## config.mk

```make
export PLATFORM = sky130hd
export DESIGN_NAME = reg_chain_sum_pipe
export DESIGN_NICKNAME = d
export VERILOG_FILES = /design/src/rtl/reg_chain_sum_pkg.sv /design/src/rtl/reg_chain_sum_stage.sv /design/src/rtl/reg_chain_sum_pipe.sv
export SDC_FILE = /design/constraint.sdc
export NUM_CORES = 1
export LEC_CHECK = 0
export BUFFER_PORTS_ARGS = -buffer_cell sky130_fd_sc_hd__buf_2
export CORE_ASPECT_RATIO = 1.75
export CORE_MARGIN = 1
export CORE_UTILIZATION = 55
export CTS_BUF_LIST = sky130_fd_sc_hd__clkbuf_4
export CTS_CLUSTER_DIAMETER = 30
export DETAILED_ROUTE_END_ITERATION = 10
export PLACE_DENSITY = 0.77
export SLEW_MARGIN = 40
export SYNTH_ARGS = -nofsm -noshare
export SYNTH_HDL_FRONTEND = slang
export SYNTH_SLANG_ARGS = --single-unit
export TNS_END_PERCENT = 100
```

## constraint.sdc

```tcl
create_clock -name clk -period 3.32 [get_ports clk]
set_input_delay 0.996 -clock clk [delete_from_list [all_inputs] [get_ports clk]]
set_output_delay 0.996 -clock clk [all_outputs]
set_load 0.02 [all_outputs]
```

## src/rtl/reg_chain_sum_pkg.sv

```systemverilog
// Shared constants and helpers for the reg_chain_sum pipeline and its stage.
package reg_chain_sum_pkg;

   localparam int unsigned MAX_CHANNELS = 16;
   localparam int unsigned MAX_DEPTH    = 8;

   function automatic bit params_legal(input int unsigned channels,
                                       input int unsigned depth,
                                       input int unsigned data_width,
                                       input int unsigned out_width);
      return (channels >= 1) && (channels <= MAX_CHANNELS) &&
             (depth >= 1) && (depth <= MAX_DEPTH) &&
             (data_width >= 1) && (out_width >= data_width);
   endfunction

   // Bit offset of a lane inside the packed lane vector.
   function automatic int unsigned lane_lsb(input int unsigned lane, input int unsigned width);
      return lane * width;
   endfunction

endpackage

```

## src/rtl/reg_chain_sum_stage.sv

```systemverilog
// One pipeline stage: CHANNELS lanes plus a valid bit.
// Data only loads on a valid beat so bubbles leave the previous contents in place.
module reg_chain_sum_stage #(
   parameter int unsigned LANES_W = 16
) (
   input  logic               i_clk,
   input  logic               i_rst_n,
   input  logic               i_clr,
   input  logic               i_adv,
   input  logic [LANES_W-1:0] i_data,
   input  logic               i_vld,
   output logic [LANES_W-1:0] o_data,
   output logic               o_vld
);

   logic [LANES_W-1:0] r_data;
   logic               r_vld;

   always_ff @(posedge i_clk) begin
      if (!i_rst_n) begin
         r_data <= '0;
         r_vld  <= 1'b0;
      end else if (i_clr) begin
         r_vld <= 1'b0;
      end else if (i_adv) begin
         r_vld <= i_vld;
         if (i_vld) begin
            r_data <= i_data;
         end
      end
   end

   assign o_data = r_data;
   assign o_vld  = r_vld;

endmodule

```

## src/rtl/reg_chain_sum_pipe.sv

```systemverilog
// DEPTH-stage lane-parallel register chain with bubble-collapsing backpressure,
// a modular lane sum on the last stage and a delivered-result counter.
module reg_chain_sum_pipe
   import reg_chain_sum_pkg::*;
#(
   parameter int unsigned DATA_WIDTH = 8,
   parameter int unsigned CHANNELS   = 2,
   parameter int unsigned DEPTH      = 2,
   parameter int unsigned OUT_WIDTH  = 8,
   parameter int unsigned CNT_WIDTH  = 16
) (
   input  logic                           clk,
   input  logic                           rst_n,
   input  logic [CHANNELS*DATA_WIDTH-1:0] in_data,
   input  logic                           in_vld,
   output logic                           in_rdy,
   input  logic                           clr,
   output logic [OUT_WIDTH-1:0]           out_data,
   output logic                           out_vld,
   input  logic                           out_rdy,
   output logic [CNT_WIDTH-1:0]           out_cnt
);

   localparam int unsigned LANES_W = CHANNELS * DATA_WIDTH;

   if (!params_legal(CHANNELS, DEPTH, DATA_WIDTH, OUT_WIDTH)) begin : g_param_check
      $fatal(1, "reg_chain_sum_pipe: parameters out of legal range");
   end

   // Index 0 is the pipe input; index i+1 is the output of stage i.
   logic [DEPTH:0][LANES_W-1:0] w_data;
   logic [DEPTH:0]              w_vld;
   logic [DEPTH-1:0]            w_adv;
   logic [OUT_WIDTH-1:0]        w_sum;
   logic [CNT_WIDTH-1:0]        r_cnt;

   assign w_data[0] = in_data;
   assign w_vld[0]  = in_vld;

   // Ready ripples back from the consumer; an empty stage always advances.
   always_comb begin
      w_adv            = '0;
      w_adv[DEPTH-1]   = !w_vld[DEPTH] | out_rdy;
      for (int i = int'(DEPTH) - 2; i >= 0; i--) begin
         w_adv[i] = !w_vld[i+1] | w_adv[i+1];
      end
   end

   for (genvar i = 0; i < DEPTH; i++) begin : g_stage
      reg_chain_sum_stage #(
         .LANES_W (LANES_W)
      ) u_stage (
         .i_clk   (clk),
         .i_rst_n (rst_n),
         .i_clr   (clr),
         .i_adv   (w_adv[i]),
         .i_data  (w_data[i]),
         .i_vld   (w_vld[i]),
         .o_data  (w_data[i+1]),
         .o_vld   (w_vld[i+1])
      );
   end

   always_comb begin
      w_sum = '0;
      for (int unsigned k = 0; k < CHANNELS; k++) begin
         w_sum = w_sum + OUT_WIDTH'(w_data[DEPTH][lane_lsb(k, DATA_WIDTH) +: DATA_WIDTH]);
      end
   end

   // A handshake coinciding with clr still counts: the consumer already took it.
   always_ff @(posedge clk) begin
      if (!rst_n) begin
         r_cnt <= '0;
      end else if (w_vld[DEPTH] && out_rdy) begin
         r_cnt <= r_cnt + CNT_WIDTH'(1);
      end
   end

   assign in_rdy   = w_adv[0];
   assign out_vld  = w_vld[DEPTH];
   assign out_data = w_sum;
   assign out_cnt  = r_cnt;

endmodule
```

==> impl_results.rst <==
.. list-table::
   :header-rows: 1

   * - Metric
     - Value
   * - Ys Warns
     - 0
   * - Die extent in x
     - 50.7 um
   * - I/O Pins
     - 47
   * - Critical Path Source Type
     - flip-flop
   * - Share of layout cells above drive strength 1
     - about a fifth
   * - # rows
     - 30
   * - Post-synthesis register bit count
     - 50
   * - Max Cap Violations
     - 0
   * - Number of clock sinks seen by CTS
     - 50
   * - Synthesized netlist net count
     - around 290
   * - Distinct cells, synth
     - 38
   * - Arrival time of the worst setup path
     - about 2.2 ns
   * - Leakage
     - 1.16 nW
   * - Number of diodes added for antenna fixing
     - 0
   * - Prevailing post-synth register cell
     - dfxtp_1
   * - Total Power Consumption
     - 0.942 mW
   * - Count of hold-fix buffers inserted at cts
     - 0
   * - Worst supply voltage drop on vdd
     - 311 uV
   * - Run status
     - completed
   * - Type of destination of the critical path
     - output pin
   * - Number of gates given a new drive strength after cts
     - 0
   * - Worst clock skew on the final layout
     - about 0.0021 ns
   * - Initial core utilization
     - 57.9%
   * - TritonCTS Buffers
     - 5
   * - Remaining Overflow, GRT
     - 0
   * - Unrepaired setup endpoints after global routing
     - no
   * - Post-synthesis async set-or-reset flop share
     - 0%
   * - Total half-perimeter wirelength after legalization and detailed placement
     - 3090 um
   * - Power per cell area
     - 366 nW/um^2
   * - Global-route wire length before repair
     - 6980 um
   * - Peak clock frequency supported by timing
     - 315 MHz
   * - Critical path required time
     - 2.32 ns
   * - Total negative setup slack
     - 0 ns
   * - Number of global-route vias before repair
     - 1695
   * - Sequential cell area fraction in the yosys report
     - 43.9%
   * - Largest fanout on the critical path
     - 3
   * - Routed WL
     - roughly 4100 um
   * - Worst relative slew slack
     - 65.6%
   * - Pre-CTS setup slack
     - between 0.4 and 0.5 ns
   * - DR iter-0 viols
     - 28
   * - Hold violation total from the final report
     - 0
   * - Die area
     - 4420 sq um
   * - Register-to-register path setup slack
     - 1.72 ns
   * - Total via count after detailed routing
     - 1851
   * - Netlist Area Pre-Place
     - 2280 sq um
   * - Type of the worst min-delay path
     - flip-flop to flip-flop
   * - Final nets
     - 333
   * - Syn-to-layout area delta
     - 12.8%
   * - Final Util
     - approximately two thirds
   * - Count of H-tree levels built during CTS
     - 2
   * - CTS clk-pin slew, worst paths
     - 0.13 ns
   * - Maximum number of pins on one net before global-route repair
     - 34
   * - Vert. Die Dim
     - just under 90 um
   * - Routed wire per std cell
     - ~12 um
   * - Clock tree from TritonCTS
     - done
   * - Area of the placeable core
     - 3940 sq um
   * - Max-slew violations
     - 0
   * - Crit Path Class
     - flip-flop to output pin
   * - Setup violations, final
     - 0
   * - Number of flops mapped to enable cells by yosys
     - 0
   * - # port buffers
     - 46
   * - Total routing usage reported by global routing
     - 20.3%
   * - Clk_lat worst skew
     - 0.35 ns
   * - First-pass detailed-route iteration total
     - 4
   * - Most common cell after layout, fill and taps aside
     - dfxtp_1
   * - Min Tclk post-route
     - 3.17 ns
   * - Number of post-CTS setup repair buffers
     - 0
   * - Number of remaining DRC errors
     - 0
   * - Number of antenna violations at the first check in global routing
     - 0
   * - Vias per std cell
     - 5.26
   * - Post-route antenna net violation count
     - 0
   * - Pin slew with the least headroom to its limit
     - between 0.5 and 0.6 ns
   * - Fin crit share
     - 95.5%
   * - Clock root cell
     - clkbuf_4
   * - Setup slack after layout
     - 0.150 ns
   * - Clock Path Buffers
     - 2
   * - Commonest non-fill, non-tap cells in the layout
     - dfxtp_1, buf_2, nand2_1
   * - Final Hold Slack
     - 0.465 ns
   * - Synthesized area per cell
     - 8.88 sq um
   * - Synthesized netlist cell count
     - 257
   * - Routability Congestion
     - 0.724
## kinds of logic after synthesis
group	share of synthesized area, %
flip-flops	43.9
multiplexers	7.02
adder cells (fa/ha/maj)	5.26
AO/OA/AOI/OAI	8.44
XOR/XNOR	6.91
AND/OR/NAND/NOR	23.4
buffers and inverters	5.10
## critical path, cell delays in order, from the launching register on
cell and delay (ns):
dfxtp_1 0.36, ha_1 0.16, inv_1 0.05, fa_1 0.39, nand2b_1 0.15, a21boi_1 0.24, o21a_1 0.17, o311ai_0 0.12
buf_2 0.18
## flip-flops by register name, summed over array words and instances (netlist names)
signal	count
out_cnt	16
g_stage.u_stage.o_vld	2
g_stage.u_stage.o_data	32
## worst paths after layout
| path | start | endpoint | depth (start not counted) |
|---|---|---|---|
| setup / recovery | g_stage[1].u_stage.o_data[8]$_SDFFE_PN0P_ | out_data[6] | 8 |
| hold / removal | g_stage[0].u_stage.o_data[6]$_SDFFE_PN0P_ | g_stage[1].u_stage.o_data[6]$_SDFFE_PN0P_ | 2 |
| setup reg to reg | g_stage[1].u_stage.o_vld$_SDFFE_PP0P_ | g_stage[1].u_stage.o_data[1]$_SDFFE_PN0P_ | 4 |
| hold reg to reg | g_stage[0].u_stage.o_data[6]$_SDFFE_PN0P_ | g_stage[1].u_stage.o_data[6]$_SDFFE_PN0P_ | 2 |
## routing by layer
layer	vias up	share of wire, %	GRT usage, %
li1	959	-	-
met1	854	41	20.3
met2	34	54	40.4
met3	4	3.4	3.49
met4	0	1.2	6.82
met5	-	0	0
## Yosys cell counts, drive strengths merged (2+ instances only)
master / instances / area [sq um]
buf: 6 / 60.1
nand4: 6 / 52.6
clkbuf: 4 / 15.0
nor2b: 2 / 15.0
nor2: 36 / 135
nand3: 8 / 40.0
inv: 11 / 41.3
xnor2: 9 / 78.8
nand3b: 3 / 22.5
xor2: 9 / 78.8
nor3: 5 / 30.0
o21ai: 2 / 10.0
nand2b: 4 / 25.0
mux2i: 16 / 160
nand2: 39 / 146
a21oi: 20 / 100
nor4: 3 / 25.0
and3: 2 / 12.5
ha: 8 / 100
dfxtp: 50 / 1000
o211ai: 2 / 15.0
## metrics by stage
stage / instances / instance area, sq um
global placement: 344 / 2520
detailed placement: 344 / 2520
global route: 352 / 2570
finish: 352 / 2570
CTS: 352 / 2570
floorplan: 257 / 2280
## layout make-up
type	count	area (sq um)
clock inverters	3	16.3
multi-input cells	186	1160
clock buffers	5	37.5
fillers	376	1370
repair buffers	49	253
well taps	48	60.1
inverters	11	41.3
flip-flops and latches	50	1000
## power breakdown
part           switching, mW  internal (mW)  total (mW)
clock network          0.183         0.0791       0.263
logic                 0.0343         0.0268      0.0610
registers            0.00674          0.612       0.618
Note: power is estimated with default switching activity, not from simulation.
